===== src/rtl/switch_debouncer.sv =====
// Push-button front end: per-channel two-flop synchroniser, consecutive-mismatch
// debounce counter, and registered press/release pulses aligned with the level.

module switch_debouncer_lane #(
  parameter int LIMIT = 250000,
  parameter int CW    = $clog2(LIMIT)
) (
  input  logic i_Clk,
  input  logic i_Reset,
  input  logic i_Switch,
  output logic o_Switch,
  output logic o_Pressed,
  output logic o_Released
);

  localparam logic [CW-1:0] CNT_MAX = CW'(LIMIT - 1);

  logic          sync1_q, sync2_q;
  logic          stable_q, stable_d;
  logic          pressed_q, pressed_d;
  logic          released_q, released_d;
  logic [CW-1:0] cnt_q, cnt_d;

  // Any edge that agrees with the stable level restarts the count, so the
  // counter can never run past CNT_MAX.
  always_comb begin
    stable_d   = stable_q;
    cnt_d      = '0;
    pressed_d  = 1'b0;
    released_d = 1'b0;
    if (sync2_q != stable_q) begin
      if (cnt_q == CNT_MAX) begin
        stable_d   = sync2_q;
        pressed_d  = sync2_q;
        released_d = ~sync2_q;
      end else begin
        cnt_d = cnt_q + CW'(1);
      end
    end
  end

  always_ff @(posedge i_Clk) begin
    if (i_Reset) begin
      sync1_q    <= 1'b0;
      sync2_q    <= 1'b0;
      stable_q   <= 1'b0;
      cnt_q      <= '0;
      pressed_q  <= 1'b0;
      released_q <= 1'b0;
    end else begin
      sync1_q    <= i_Switch;
      sync2_q    <= sync1_q;
      stable_q   <= stable_d;
      cnt_q      <= cnt_d;
      pressed_q  <= pressed_d;
      released_q <= released_d;
    end
  end

  assign o_Switch   = stable_q;
  assign o_Pressed  = pressed_q;
  assign o_Released = released_q;

endmodule

module switch_debouncer #(
  parameter int g_WIDTH          = 4,
  parameter int g_DEBOUNCE_LIMIT = 250000
) (
  input  logic               i_Clk,
  input  logic               i_Reset,
  input  logic [g_WIDTH-1:0] i_Switches,
  output logic [g_WIDTH-1:0] o_Switches,
  output logic [g_WIDTH-1:0] o_Pressed,
  output logic [g_WIDTH-1:0] o_Released
);

  localparam int CW = (g_DEBOUNCE_LIMIT > 1) ? $clog2(g_DEBOUNCE_LIMIT) : 1;

  for (genvar g = 0; g < g_WIDTH; g++) begin : g_lane
    switch_debouncer_lane #(
      .LIMIT (g_DEBOUNCE_LIMIT),
      .CW    (CW)
    ) u_lane (
      .i_Clk      (i_Clk),
      .i_Reset    (i_Reset),
      .i_Switch   (i_Switches[g]),
      .o_Switch   (o_Switches[g]),
      .o_Pressed  (o_Pressed[g]),
      .o_Released (o_Released[g])
    );
  end

endmodule

===== config.mk =====
export PLATFORM = sky130hd
export DESIGN_NAME = switch_debouncer
export DESIGN_NICKNAME = d
export VERILOG_FILES = /design/src/rtl/switch_debouncer.sv
export SDC_FILE = /design/constraint.sdc
export NUM_CORES = 1
export LEC_CHECK = 0
export BUFFER_PORTS_ARGS = -buffer_cell sky130_fd_sc_hd__buf_2
export CORE_AREA = 2 2 89 91
export DETAILED_ROUTE_END_ITERATION = 8
export DIE_AREA = 0 0 91 93
export GPL_TIMING_DRIVEN = 0
export HOLD_SLACK_MARGIN = 0.08
export PLACE_DENSITY = 0.74
export SYNTH_ARGS = -nofsm -noshare
export SYNTH_HDL_FRONTEND = slang
export SYNTH_SLANG_ARGS = --single-unit

===== constraint.sdc =====
create_clock -name i_Clk -period 1.87 [get_ports i_Clk]
set_input_delay 0.374 -clock i_Clk [delete_from_list [all_inputs] [get_ports i_Clk]]
set_output_delay 0.374 -clock i_Clk [all_outputs]
set_load 0.01 [all_outputs]

# Word level (Yosys, flattened, before mapping)
# Cells that the tools add are included.
# Widths: inputs -> output; s select.
[classes]
add_sub_neg = 4
n_eq_ne = 8
bitwise = 12
n_reduce_logical = 12
[op_table]
columns = ["op", "count"]
rows = [
  ["$add 18x1->18 const B", 4],
  ["$eq 18x18->1 const B", 4],
  ["$reduce_or 3->1", 8],
  ["$not 1->1", 12],
  ["$reduce_and 2->1", 4],
  ["$ne 1x1->1", 4],
]
[totals]
regBits = 92
wordCells = 60

# Depth between registers and ports, before layout
[logic_depth]
word_depth = 3
depth_mapped = 6
depth_no_buf = 5

# Modules after synthesis
# From an unflattened synthesis, not the netlist that was laid out.
[unflattened]
hier_cells = 456
area_unflattened_um2 = 4179.0
[by_module_without_submodules]
columns = ["mod", "n_inst", "cells_per_inst", "area_each_um2", "seq_area_each_um2"]
rows = [
  ["switch_debouncer_lane", 4, 114, 1044.8, 460.4],
]

# Worst setup path after synthesis
# No wires, ideal clock.
[synth_timing]
path_kind = "register to register"
start = "register g_lane[0].u_lane.cnt_q[11]"
end = "register g_lane[0].u_lane.cnt_q[7]"
setup_ns = 0.115
arrival_ns = 1.803
path_slack_ns = -0.048
path_stages_with_launch = 7
n_path_buf = 2
synth_period_minus_slack_ns = 1.918
path_cell_list = "dfxtp_1 -> or4b_1 -> or4_1 -> buf_2 -> o21bai_4 -> buf_6 -> nor2_1"
[synth_between]
elab_chain_cells = 2
[synth_rtl]
columns = ["element", "line_no", "rtl"]
rows = [
  ["start: declaration", "22", "logic [CW-1:0] cnt_q, cnt_d;"],
  ["start signal: assignment", "54", "cnt_q <= cnt_d;"],
  ["$eq 18x18->1", "32", "if (cnt_q == CNT_MAX) begin"],
  ["$reduce_or 3->1 (no line)", "n/a", ""],
]
# No other way between the ends.
# A chain may end at the register's enable or synchronous reset.

# Final worst setup path
[layout_timing]
start = "register g_lane[0].u_lane.cnt_q[6]"
end = "register g_lane[0].u_lane.cnt_q[16]"
[layout_between]
elab_chain_cells = 2
elab_cells_between_ends = 3
cone_classes = "1 x add/sub; 1 x eq/ne; 1 x reduce/logical"
[layout_rtl]
columns = ["element"]
rows = [
  ["parallel branches: the longest is 2 deep, another holds $add 18x1->18"],
]
# Parallel ways; which one is timed is not known.

==> impl_metrics.tcl <==
set metrics [dict create \
    outcome "finished, violations left" \
    violations "negative setup slack" \
    dr.pass1.iters 5 \
    clk_pin_slew_ns 0.09 \
    max_slew.worst_pin.slew_ns 0.411 \
    fin_crit_sh_pct 100 \
    rows 32 \
    syn_avg_cell_area_um2 9.03 \
    core_area_um2 7530 \
    post_route_cells_drive_above_1_share_pct 24.3 \
    clk_latency_ns 0.36 \
    fin_skew_ns 0.0134 \
    synth_area_leaders "dfxtp_1 46%, xnor2_1 9.8%, nor2_1 6.9%, xor2_1 3.5%, nor4_1 3.4%" \
    synth_seq_cells 92 \
    die_width_um 91 \
    drtIter0Drc 66 \
    cp-end-kind "flip-flop" \
    cts_buffers 9 \
    hold_depth 2 \
    gp_congestion 0.827 \
    start_util_pct 53.5 \
    n_antenna_cell 0 \
    die_y_um 93 \
    setup_viol 9 \
    grt-ovfl-total 0 \
    worstPathRequired_ns 2.12 \
    synthesis.area_um2 4030 \
    synth_cells 446 \
    grt_start_max_net_pins 17 \
    p_per_area_nw_per_um2 712 \
    power.leakage_nw 1.47 \
    period_minus_slack_ns 1.88 \
    cp_max_fo 7 \
    portBuffers 17 \
    seq_area_frac_synth_pct 45.7 \
    vias 3164 \
    arrival_ns 2.13 \
    synthTopCellsByCount "92 x dfxtp_1, 74 x nor2_1, 45 x xnor2_1, 22 x nor4_1, 21 x nand2_1" \
    antenna_found_initial 0 \
    hold-worst-slack_ns 0.246 \
    hold_path.class "in -> reg" \
    post-route-util_pct 63.0 \
    cp-start-kind "flip-flop" \
    synth_edf_count 0 \
    yosysMostFrequentCell "dfxtp_1" \
    postRouteWirelength_um 7660 \
    synth_nets 456 \
    hold_violations 0 \
    max_freq_mhz 532 \
    cts_max_level 3 \
    synth_area_leader_cell "dfxtp_1" \
    die_area_um2 8460 \
    cts_root_buf "clkbuf_8" \
    postCtsHoldBufs 0 \
    yosys_warnings 0 \
    timing.critical_path.from "g_lane[0].u_lane.cnt_q[6]" \
    rr_startpoint "g_lane[0].u_lane.cnt_q[6]" \
    max-cap-violations 0 \
    finalPower_mw 3.38 \
    final_cells 591 \
    drc 0 \
    placed_cells 565 \
    fin_ws_ns -0.00815 \
    ir_drop_uv 410 \
    hpwl_um 5070 \
    post_drt_wl_per_cell_um 13.0 \
    min_from "i_Switches[0]" \
    area_growth_pct 17.9 \
    ios 18 \
    yosys.cell_types.count 42 \
    slew_headroom_pct 72.2 \
    cts.sinks 92 \
    cts_tree "yes" \
    crit_type "reg -> reg" \
    worst_r2r_path_depth 5 \
    rsz0062_at_grt "yes" \
    grt_pass1_wl_um 13200 \
    post_drt_via_cell_ratio 5.35 \
    yosysTopAreaCellShare_pct 45.7 \
    synth_ff_type "dfxtp_1" \
    ant_nets 0 \
    fin_nets 494 \
    slew_violations 0 \
    grt_pass1_vias 2946 \
    async_flop_share_pct 0 \
    grt_usage_pct 18.8 \
    cts.path.max_buffers 2 \
]
==> kinds of logic (layout without fill, tap and decap cells) <==
logic type	count (synthesis)	after routing	share of synthesized area (%)
and+or+nand+nor	223	223	29.3
DFF	92	92	45.7
xor gates and xnor gates	61	61	13.3
buffers and inverters	41	84	5.47
AOI/OAI and AO/OA	23	23	4.48
adders and majority gates	4	4	1.24
muxes	2	2	0.497
==> layout make-up <==
class                   instances  area, µm²
plain buffers                  24        171
clock buffers                   9        124
clock inverters                 7       73.8
fillers                       651       2780
inverters                      15       56.3
multi-input cells             313       2140
flip-flops and latches         92       1870
well taps                     102        128
repair buffers                 29        191
==> layout by cell type, fill, tap and decap left out, drive strengths merged, types with 2 or more instances in the layout <==
| cell type | count |
|---|---|
| a21oi | 8 |
| and3 | 5 |
| and4 | 4 |
| buf | 45 |
| clkbuf | 17 |
| clkinv | 3 |
| dfxtp | 92 |
| ha | 4 |
| inv | 17 |
| mux2i | 2 |
| nand2 | 21 |
| nand2b | 3 |
| nand3 | 20 |
| nand4 | 20 |
| nor2 | 74 |
| nor2b | 8 |
| nor3 | 16 |
| nor4 | 22 |
| nor4b | 6 |
| o21a | 2 |
| o21ai | 3 |
| o21ba | 2 |
| o21bai | 2 |
| o31ai | 3 |
| o41ai | 3 |
| or2 | 2 |
| or3 | 6 |
| or3b | 3 |
| or4 | 6 |
| or4b | 4 |
| xnor2 | 45 |
| xor2 | 16 |
==> worst max-delay path: stages, from the launching register on <==
cell,delay (ns)
dfxtp_2,0.32
or4b_1,0.51
or4_4,0.52
o21bai_4,0.21
buf_12,0.17
nor2_4,0.03
==> flip-flops by register name (all words and copies together) (netlist names) <==
| name | cells |
|---|---|
| g_lane.u_lane.o_Released | 4 |
| g_lane.u_lane.sync1_q | 4 |
| g_lane.u_lane.o_Switch | 4 |
| g_lane.u_lane.cnt_q | 72 |
| g_lane.u_lane.sync2_q | 4 |
| g_lane.u_lane.o_Pressed | 4 |
==> through the flow <==
step                      setup TNS [ns]  cell area [µm²]  worst slack, ns
after floorplan                   -0.487             4030          -0.0476
after global placement             -8.48             4240           -0.219
after detailed placement           -9.44             4240           -0.282
after CTS                          -1.45             4610          -0.0922
after global routing               -1.07             4750          -0.0662
final                            -0.0334             4750         -0.00815
==> routing by layer <==
metal	up-vias	track usage, %	share of wire, %
met4	0	8.21	1.7
met3	11	3.06	2.7
li1	1609	-	-
met1	1505	25.0	49
met5	-	0	0
met2	39	30.3	47
==> power by group <==
group	internal, mW	switching (mW)
clock	0.625	0.722
combinational	0.0283	0.0329
sequential	1.96	0.00697
==> repair_timing <==
item,in CTS,in global routing
setup endpoints to repair,58,68
gates cloned,1,0
resized for setup,30,36
hold endpoints to repair,0,0
buffers inserted,8,3
pin swaps,11,12
==> final timing paths <==
path | end | slack (ns)
setup reg to reg | g_lane[0].u_lane.cnt_q[16] | -0.008
hold reg to reg | g_lane[2].u_lane.sync2_q | 0.43
hold / removal | g_lane[0].u_lane.sync1_q | 0.25
setup / recovery | g_lane[0].u_lane.cnt_q[16] | -0.008
(Power assumes the default switching activity.)
